File: config.mk
export PLATFORM = sky130hd
export DESIGN_NAME = mem_access_arbiter
export DESIGN_NICKNAME = d
export VERILOG_FILES = /design/src/rtl/mem_access_arbiter.sv
export SDC_FILE = /design/constraint.sdc
export NUM_CORES = 1
export LEC_CHECK = 0
export ABC_CLOCK_PERIOD_IN_PS = 1400
export BUFFER_PORTS_ARGS = -buffer_cell sky130_fd_sc_hd__buf_2
export CAP_MARGIN = 40
export CORE_MARGIN = 4
export CORE_UTILIZATION = 43
export DETAILED_ROUTE_END_ITERATION = 8
export PLACE_DENSITY = 0.78
export SLEW_MARGIN = 20
export SYNTH_ARGS = -nofsm -noshare
export SYNTH_HDL_FRONTEND = slang
export SYNTH_SLANG_ARGS = --single-unit
File: constraint.sdc
create_clock -name clk -period 1.4 [get_ports clk]
set_input_delay 0.07 -clock clk [delete_from_list [all_inputs] [get_ports clk]]
set_output_delay 0.07 -clock clk [all_outputs]
set_load 0.02 [all_outputs]
File: src/rtl/mem_access_arbiter.sv
`default_nettype none
// ============================================================================
// Module   : mem_access_arbiter
// Brief    : Two-requester arbiter and MAR/MDR bus sequencer for the memory/device block.
// Revision : 1.0 - initial release
// ============================================================================
module mem_access_arbiter #(
   parameter int RR_EN   = 1,
   parameter int TIMEOUT = 15
) (
   input  logic        clk,
   input  logic        rst_n,
   input  logic        req0_valid,
   input  logic        req0_we,
   input  logic [15:0] req0_addr,
   input  logic [15:0] req0_wdata,
   output logic        req0_ack,
   input  logic        req1_valid,
   input  logic        req1_we,
   input  logic [15:0] req1_addr,
   input  logic [15:0] req1_wdata,
   output logic        req1_ack,
   output logic [15:0] rdata,
   output logic        err,
   output logic        busy,
   output logic [15:0] bus_drv,
   output logic        bus_drv_en,
   output logic        ld_mar,
   output logic        ld_mdr,
   output logic        mio_en,
   output logic        r_w,
   output logic        gate_mdr_en,
   input  logic [15:0] mdr_in,
   input  logic        dev_ready
);

   localparam logic [7:0] c_TIMEOUT = 8'(TIMEOUT);
   localparam logic       c_RR      = (RR_EN != 0);

   typedef enum logic [2:0] {
      S_IDLE  = 3'd0,
      S_MAR   = 3'd1,
      S_WDATA = 3'd2,
      S_WRITE = 3'd3,
      S_READ  = 3'd4,
      S_RGATE = 3'd5,
      S_WAIT  = 3'd6,
      S_DONE  = 3'd7
   } state_t;

   state_t      r_state;
   state_t      w_next;
   logic        r_id;
   logic        r_we;
   logic [15:0] r_addr;
   logic [15:0] r_wdata;
   logic        r_last;
   logic [7:0]  r_cnt;
   logic        r_err;
   logic [15:0] r_rdata;

   logic        w_req_any;
   logic        w_gid;
   logic        w_timeout;

   assign w_req_any = req0_valid | req1_valid;
   // On contention the round-robin pointer favours whoever was not served last.
   assign w_gid     = (req0_valid & req1_valid) ? (c_RR & ~r_last) : (req1_valid & ~req0_valid);
   assign w_timeout = (r_cnt == c_TIMEOUT);

   always_ff @(posedge clk or negedge rst_n) begin
      if (!rst_n) begin
         r_state <= S_IDLE;
         r_id    <= 1'b0;
         r_we    <= 1'b0;
         r_addr  <= 16'h0000;
         r_wdata <= 16'h0000;
         r_last  <= 1'b1;
         r_cnt   <= 8'd1;
         r_err   <= 1'b0;
         r_rdata <= 16'h0000;
      end else begin
         r_state <= w_next;
         r_cnt   <= (r_state == S_WAIT) ? r_cnt + 8'd1 : 8'd1;
         if (r_state == S_IDLE && w_req_any) begin
            r_id    <= w_gid;
            r_we    <= w_gid ? req1_we    : req0_we;
            r_addr  <= w_gid ? req1_addr  : req0_addr;
            r_wdata <= w_gid ? req1_wdata : req0_wdata;
         end
         if (r_state == S_RGATE) begin
            r_rdata <= mdr_in;
         end
         if (r_state == S_WAIT) begin
            if (dev_ready) begin
               r_err <= 1'b0;
            end else if (w_timeout) begin
               r_err <= 1'b1;
            end
         end
         if (r_state == S_DONE) begin
            r_last <= r_id;
         end
      end
   end

   always_comb begin
      w_next      = r_state;
      bus_drv     = 16'h0000;
      bus_drv_en  = 1'b0;
      ld_mar      = 1'b0;
      ld_mdr      = 1'b0;
      mio_en      = 1'b0;
      r_w         = 1'b0;
      gate_mdr_en = 1'b0;
      case (r_state)
         S_IDLE: begin
            if (w_req_any) w_next = S_MAR;
         end
         S_MAR: begin
            bus_drv    = r_addr;
            bus_drv_en = 1'b1;
            ld_mar     = 1'b1;
            w_next     = r_we ? S_WDATA : S_READ;
         end
         S_WDATA: begin
            bus_drv    = r_wdata;
            bus_drv_en = 1'b1;
            ld_mdr     = 1'b1;
            w_next     = S_WRITE;
         end
         S_WRITE: begin
            mio_en = 1'b1;
            r_w    = 1'b1;
            w_next = S_WAIT;
         end
         S_READ: begin
            mio_en = 1'b1;
            ld_mdr = 1'b1;
            w_next = S_RGATE;
         end
         S_RGATE: begin
            gate_mdr_en = 1'b1;
            w_next      = S_WAIT;
         end
         S_WAIT: begin
            if (dev_ready || w_timeout) w_next = S_DONE;
         end
         S_DONE: begin
            w_next = S_IDLE;
         end
         default: w_next = S_IDLE;
      endcase
   end

   assign req0_ack = (r_state == S_DONE) & ~r_id;
   assign req1_ack = (r_state == S_DONE) &  r_id;
   assign err      = (r_state == S_DONE) & r_err;
   assign busy     = (r_state != S_IDLE);
   assign rdata    = r_rdata;

endmodule
`default_nettype wire

-- Word-level counts from Yosys, hierarchy flattened
Index checks and enable logic that the tools add are counted.
- register bits after elaboration: 63
- latch bits: 0
- RAM bits: 0
- ROM bits: 0
- bits of input ports: 87
- logic and storage cells: 58
- memories kept: 0
- $add $sub $neg: 1
- multiply operators: 0
- div/mod/pow operators: 0
- magnitude comparators: 0
- eq/ne operators: 10
- shift operators: 0
- muxes and demuxes: 18
- bitwise operators: 9
- reduce and logical (&&, ||, !) cells: 11
- operators by type and width (cell ; count):
    $mux W16 ; 2
    $pmux W16 S2 ; 1
    $pmux W3 S7 ; 1
    $eq A3 B3 Y1 const B ; 4
    $mux W1 ; 10
    $mux W3 ; 3
    $add A8 B1 Y8 const B ; 1
    $eq A8 B4 Y1 const B ; 1
    $mux W8 ; 1
    $reduce_or A2 Y1 ; 4
    $eq A3 B2 Y1 const B ; 2
    $and A1 B1 Y1 ; 5
    $reduce_and A2 Y1 ; 2
    $eq A3 B1 Y1 const B ; 1
    $logic_not A3 Y1 ; 1
    $not A1 Y1 ; 3
    $reduce_bool A3 Y1 ; 1
    $ne A2 B1 Y1 const B ; 1
    $ne A2 B2 Y1 const B ; 1
    $reduce_bool A2 Y1 ; 1
    $logic_and A1 B1 Y1 ; 1
    $logic_or A1 B1 Y1 ; 1
    $or A1 B1 Y1 ; 1

-- Logic depth before layout (Yosys ltp)
- depth in word-level cells: 4
- gate-level depth with buffers: 6
- gate-level depth less buffers: 4

-- Worst setup path before layout
No wires, ideal clock.
- path kind: register to output
- start: register r_state[0]
- end: output mio_en
- arrival time: 1495 ps
- setup slack: -165 ps
- cell stages (with the launch flop): 4
- path through: dfrtp_1 > buf_2 > nor3b_1 > a21o_1
- word-level cells in the longest chain between the ends: 3
- ends and longest elaborated chain (what ; line ; text):
    start: declaration ; 51 ; state_t r_state;
    start signal: assignment ; 83 ; r_state <= w_next;
    $eq A3 B3 Y1 / $eq A3 B2 Y1 (equally long branches) ; 116 ; case (r_state)
    $reduce_or A2 Y1 (no source line) * ; n/a ;
    $mux W1 * ; 116 ;
    end: declaration ; 30 ; output logic mio_en,
Mark *: on every way between the ends. The rest lies on a longest branch, timed or not.

-- Final worst setup path
- start: register r_state[2]
- end: output bus_drv[2]
- word-level cells in the longest chain between the ends: 2
- ends and longest elaborated chain (what ; line ; text):
    $eq A3 B2 Y1 / $eq A3 B1 Y1 (equally long branches) ; 116 ;
    $pmux W16 S2 * ; 116 ;
    end: declaration ; 26 ; output logic [15:0] bus_drv,
Marks and branches as above.

==> flow_summary_export.csv <==
group,metric,value,unit
outcome,status,"finished, violations left",
outcome,violations,"negative setup slack",
power_and_ir_drop,p_per_area,2144,nW/um^2
finish,nNetsFinal,525,
sta,fin_setup_tns,-20.93,ns
route,route.detailed.drc,0,
global_routing,antenna_found_initial,0,
logic_synthesis,synth_ff_type,"dfrtp_1",
sta,min_period_over_period,127.5,%
finish,layout-area-overhead-vs-synth,82.95,%
cts,cts_max_path_buffers,2,
cts,clk_pin_slew_worst_paths,0.09,ns
sta,clock_skew,0.01807,ns
floorplanning,num_io_pins,129,
floorplanning,core,6794,sq um
min_path,min_path_type,"input pin to register",
route,vias,3090,
setup_path,cp_max_fo,9,
logic_synthesis,synth_area,3009,sq um
cts,htree_levels,3,
sta,setup_viol,75,
setup_path,worst_ep_required_time,1.33,ns
floorplanning,rows,30,
global_routing,grt_max_degree,64,
logic_synthesis,synthTopCellsByArea,"dfrtp_1 (51%), o221a_2 (12%), or3_1 (7.5%), a22o_1 (4.7%), mux2_2 (4.1%)",
route,route.antenna.remaining_nets,0,
logic_synthesis,synth_top_area_cell,"dfrtp_1",
setup_path,crit_type,"register to output port",
setup_path,start_kind,"register",
logic_synthesis,yosysUniqueCellTypes,42,
cts,cts_tree,"built",
setup_path,crit_start,"r_state[2]",
logic_synthesis,synthCells,244,
place,place.gp.congestion,0.8358,
sta,hold_viol_final,0,
sta,setup_slack,-0.3846,ns
cts,cts.sinks,63,
setup_path,r2r_start,"r_state[2]",
cts,cts-root-buf,"clkbuf_8",
sta,rsz0062_at_grt,"yes",
floorplanning,initial_core_util,44.29,%
setup_path,reg2reg_slack,-0.38,ns
sta,finalMaxSlewViolations,0,
finish,drive_gt1_share,64.25,%
logic_synthesis,syn_avg_cell_area,12.33,sq um
global_routing,grt_pass1_vias,3154,
global_routing,grt_pass1_wl,16020,um
min_path,worstHoldStart,"req0_addr[3]",
finish,layout_commonest_cell,"buf_2",
sta,tightest_slew,0.3468,ns
finish,multi_input_area,1853,sq um
place,port_buffers,128,
route,dr.pass1.iters,5,
power_and_ir_drop,power,11.80,mW
job,cap_violations,0,
route,routed_via_density,5.733,
logic_synthesis,yosysSeqAreaShare,52.47,%
sta,relSlewSlack,76.69,%
route,wl_per_cell,22.44,um
place,dp_hpwl,5750,um
finish,ff_latch_area,1580,sq um
logic_synthesis,synth_nets,332,
logic_synthesis,yosysTopAreaCellShare,50.73,%
finish,final_cell_mix,"buf_2 (102), dfrtp_1 (60), buf_6 (43)",
sta,finalCriticalPeriod,1.785,ns
cts,cts_buffers,9,
logic_synthesis,synth_edf_count,0,
sta,fmaxAchievable,560.4,MHz
power_and_ir_drop,ir_drop,1.471,mV
cts,clk_latency,0.35,ns
setup_path,crit_path_end_kind,"output port",
power_and_ir_drop,leakage,2.474,nW
route,drt-initial-drc-count,167,
logic_synthesis,synthArstFlopShare,100.0,%
global_routing,overflow,0,
logic_synthesis,synth_warnings,0,
setup_path,arrival,1.71,ns
global_routing,grt_usage,24.19,%
logic_synthesis,ys_ff_latch,63,
floorplanning,die_area,8401,sq um
finish,n_fill_cell,374,
route,finalWirelength,12090,um
floorplanning,die_h,91.66,um
floorplanning,die_x,91.66,um
## cells in the mapped netlist, types with 2 or more instances
library cell	n
nand2_1	3
o221a_1	2
and3_1	2
o221a_2	31
o21ai_0	4
nor2_1	8
xnor2_1	4
or3_1	36
inv_2	2
nor4_1	2
clkbuf_1	7
a21oi_1	6
mux2_1	6
buf_6	4
nand3_1	4
dfrtp_1	61
mux2_2	11
inv_1	2
buf_2	7
a22o_1	16
dfstp_2	2
and2_1	3
nand2b_1	2
## report_power, final
| group | internal, mW | switching (mW) |
|---|---|---|
| Combinational | 3.91 | 2.88 |
| Clock | 0.861 | 0.743 |
| Sequential | 2.67 | 0.740 |
## logic make-up (layout without fill, tap and decap cells)
logic type | count (synthesis) | count (layout) | synth area share, %
other | 0 | 1 | 0
XOR/XNOR | 5 | 5 | 1.455
flip-flops | 63 | 63 | 52.47
AND/OR/NAND/NOR | 71 | 71 | 15.01
adder cells (fa/ha/maj) | 1 | 1 | 0.4157
AO/OA/AOI/OAI | 64 | 64 | 20.00
buffers and inverters | 23 | 221 | 4.283
multiplexers | 17 | 17 | 6.362
## final timing paths
path	end	cells past startpoint
max	bus_drv[2]	5
min	r_addr[3]	2
max reg2reg	r_wdata[3]	7
min reg2reg	r_cnt[0]	1
max in group asynchronous	r_last	3
min in group asynchronous	r_wdata[6]	3
## state kept, by name (all words and copies together) (netlist names), 3 cells and up
| register | count |
|---|---|
| rdata | 16 |
| r_cnt | 8 |
| r_wdata | 16 |
| r_addr | 16 |
| r_state | 3 |
## metrics by stage
| step | cells | cell area (sq um) | utilization [%] | hold slack [ns] | setup WS (ns) |
|---|---|---|---|---|---|
| finish | 539 | 5505 | 81.03 | 0.01019 | -0.3846 |
| global route | 538 | 5503 | 80.99 | 0.001947 | -0.4270 |
| floorplan | 244 | 3113 | - | -0.2256 | -0.09471 |
| detailed placement | 466 | 3950 | 58.14 | 0.1080 | -0.1830 |
| CTS | 532 | 4927 | 72.52 | 0.0007628 | -0.3283 |
| global placement | 466 | 3950 | 58.14 | 0.1033 | -0.1379 |
## area by class of cell
| type | count | share of cell area (%) |
|---|---|---|
| diodes | 1 | 0.04545 |
| clock buffers | 10 | 2.500 |
| clock inverters | 6 | 1.091 |
| inverters | 4 | 0.6136 |
| multi-input cells | 158 | 33.66 |
| flip-flops and latches | 63 | 28.70 |
| well taps | 96 | 2.182 |
| repair buffers | 199 | 30.84 |
| repair inverters | 2 | 0.3636 |
## timing repair
item	CTS	global route
endpoints found under the hold margin	82	0
endpoints found under the setup margin	62	80
setup buffers	20	13
hold buffers	22	0
resized for setup	69	94
cloned	8	3
pin swaps	14	19
## metal layers
| layer | track usage (%) | share of wire [%] |
|---|---|---|
| met1 | 29.70 | 38 |
| met2 | 40.17 | 51 |
| met3 | 5.004 | 6.3 |
| met4 | 12.31 | 4.8 |
| met5 | 0 | 0 |
## critical path: stages, from the launching register on
cell	delay, ns
dfrtp_2	0.42
buf_6	0.16
nor3b_4	0.20
buf_4	0.23
a22o_1	0.22
buf_6	0.14
No activity file was read; power rests on OpenSTA's default activity.
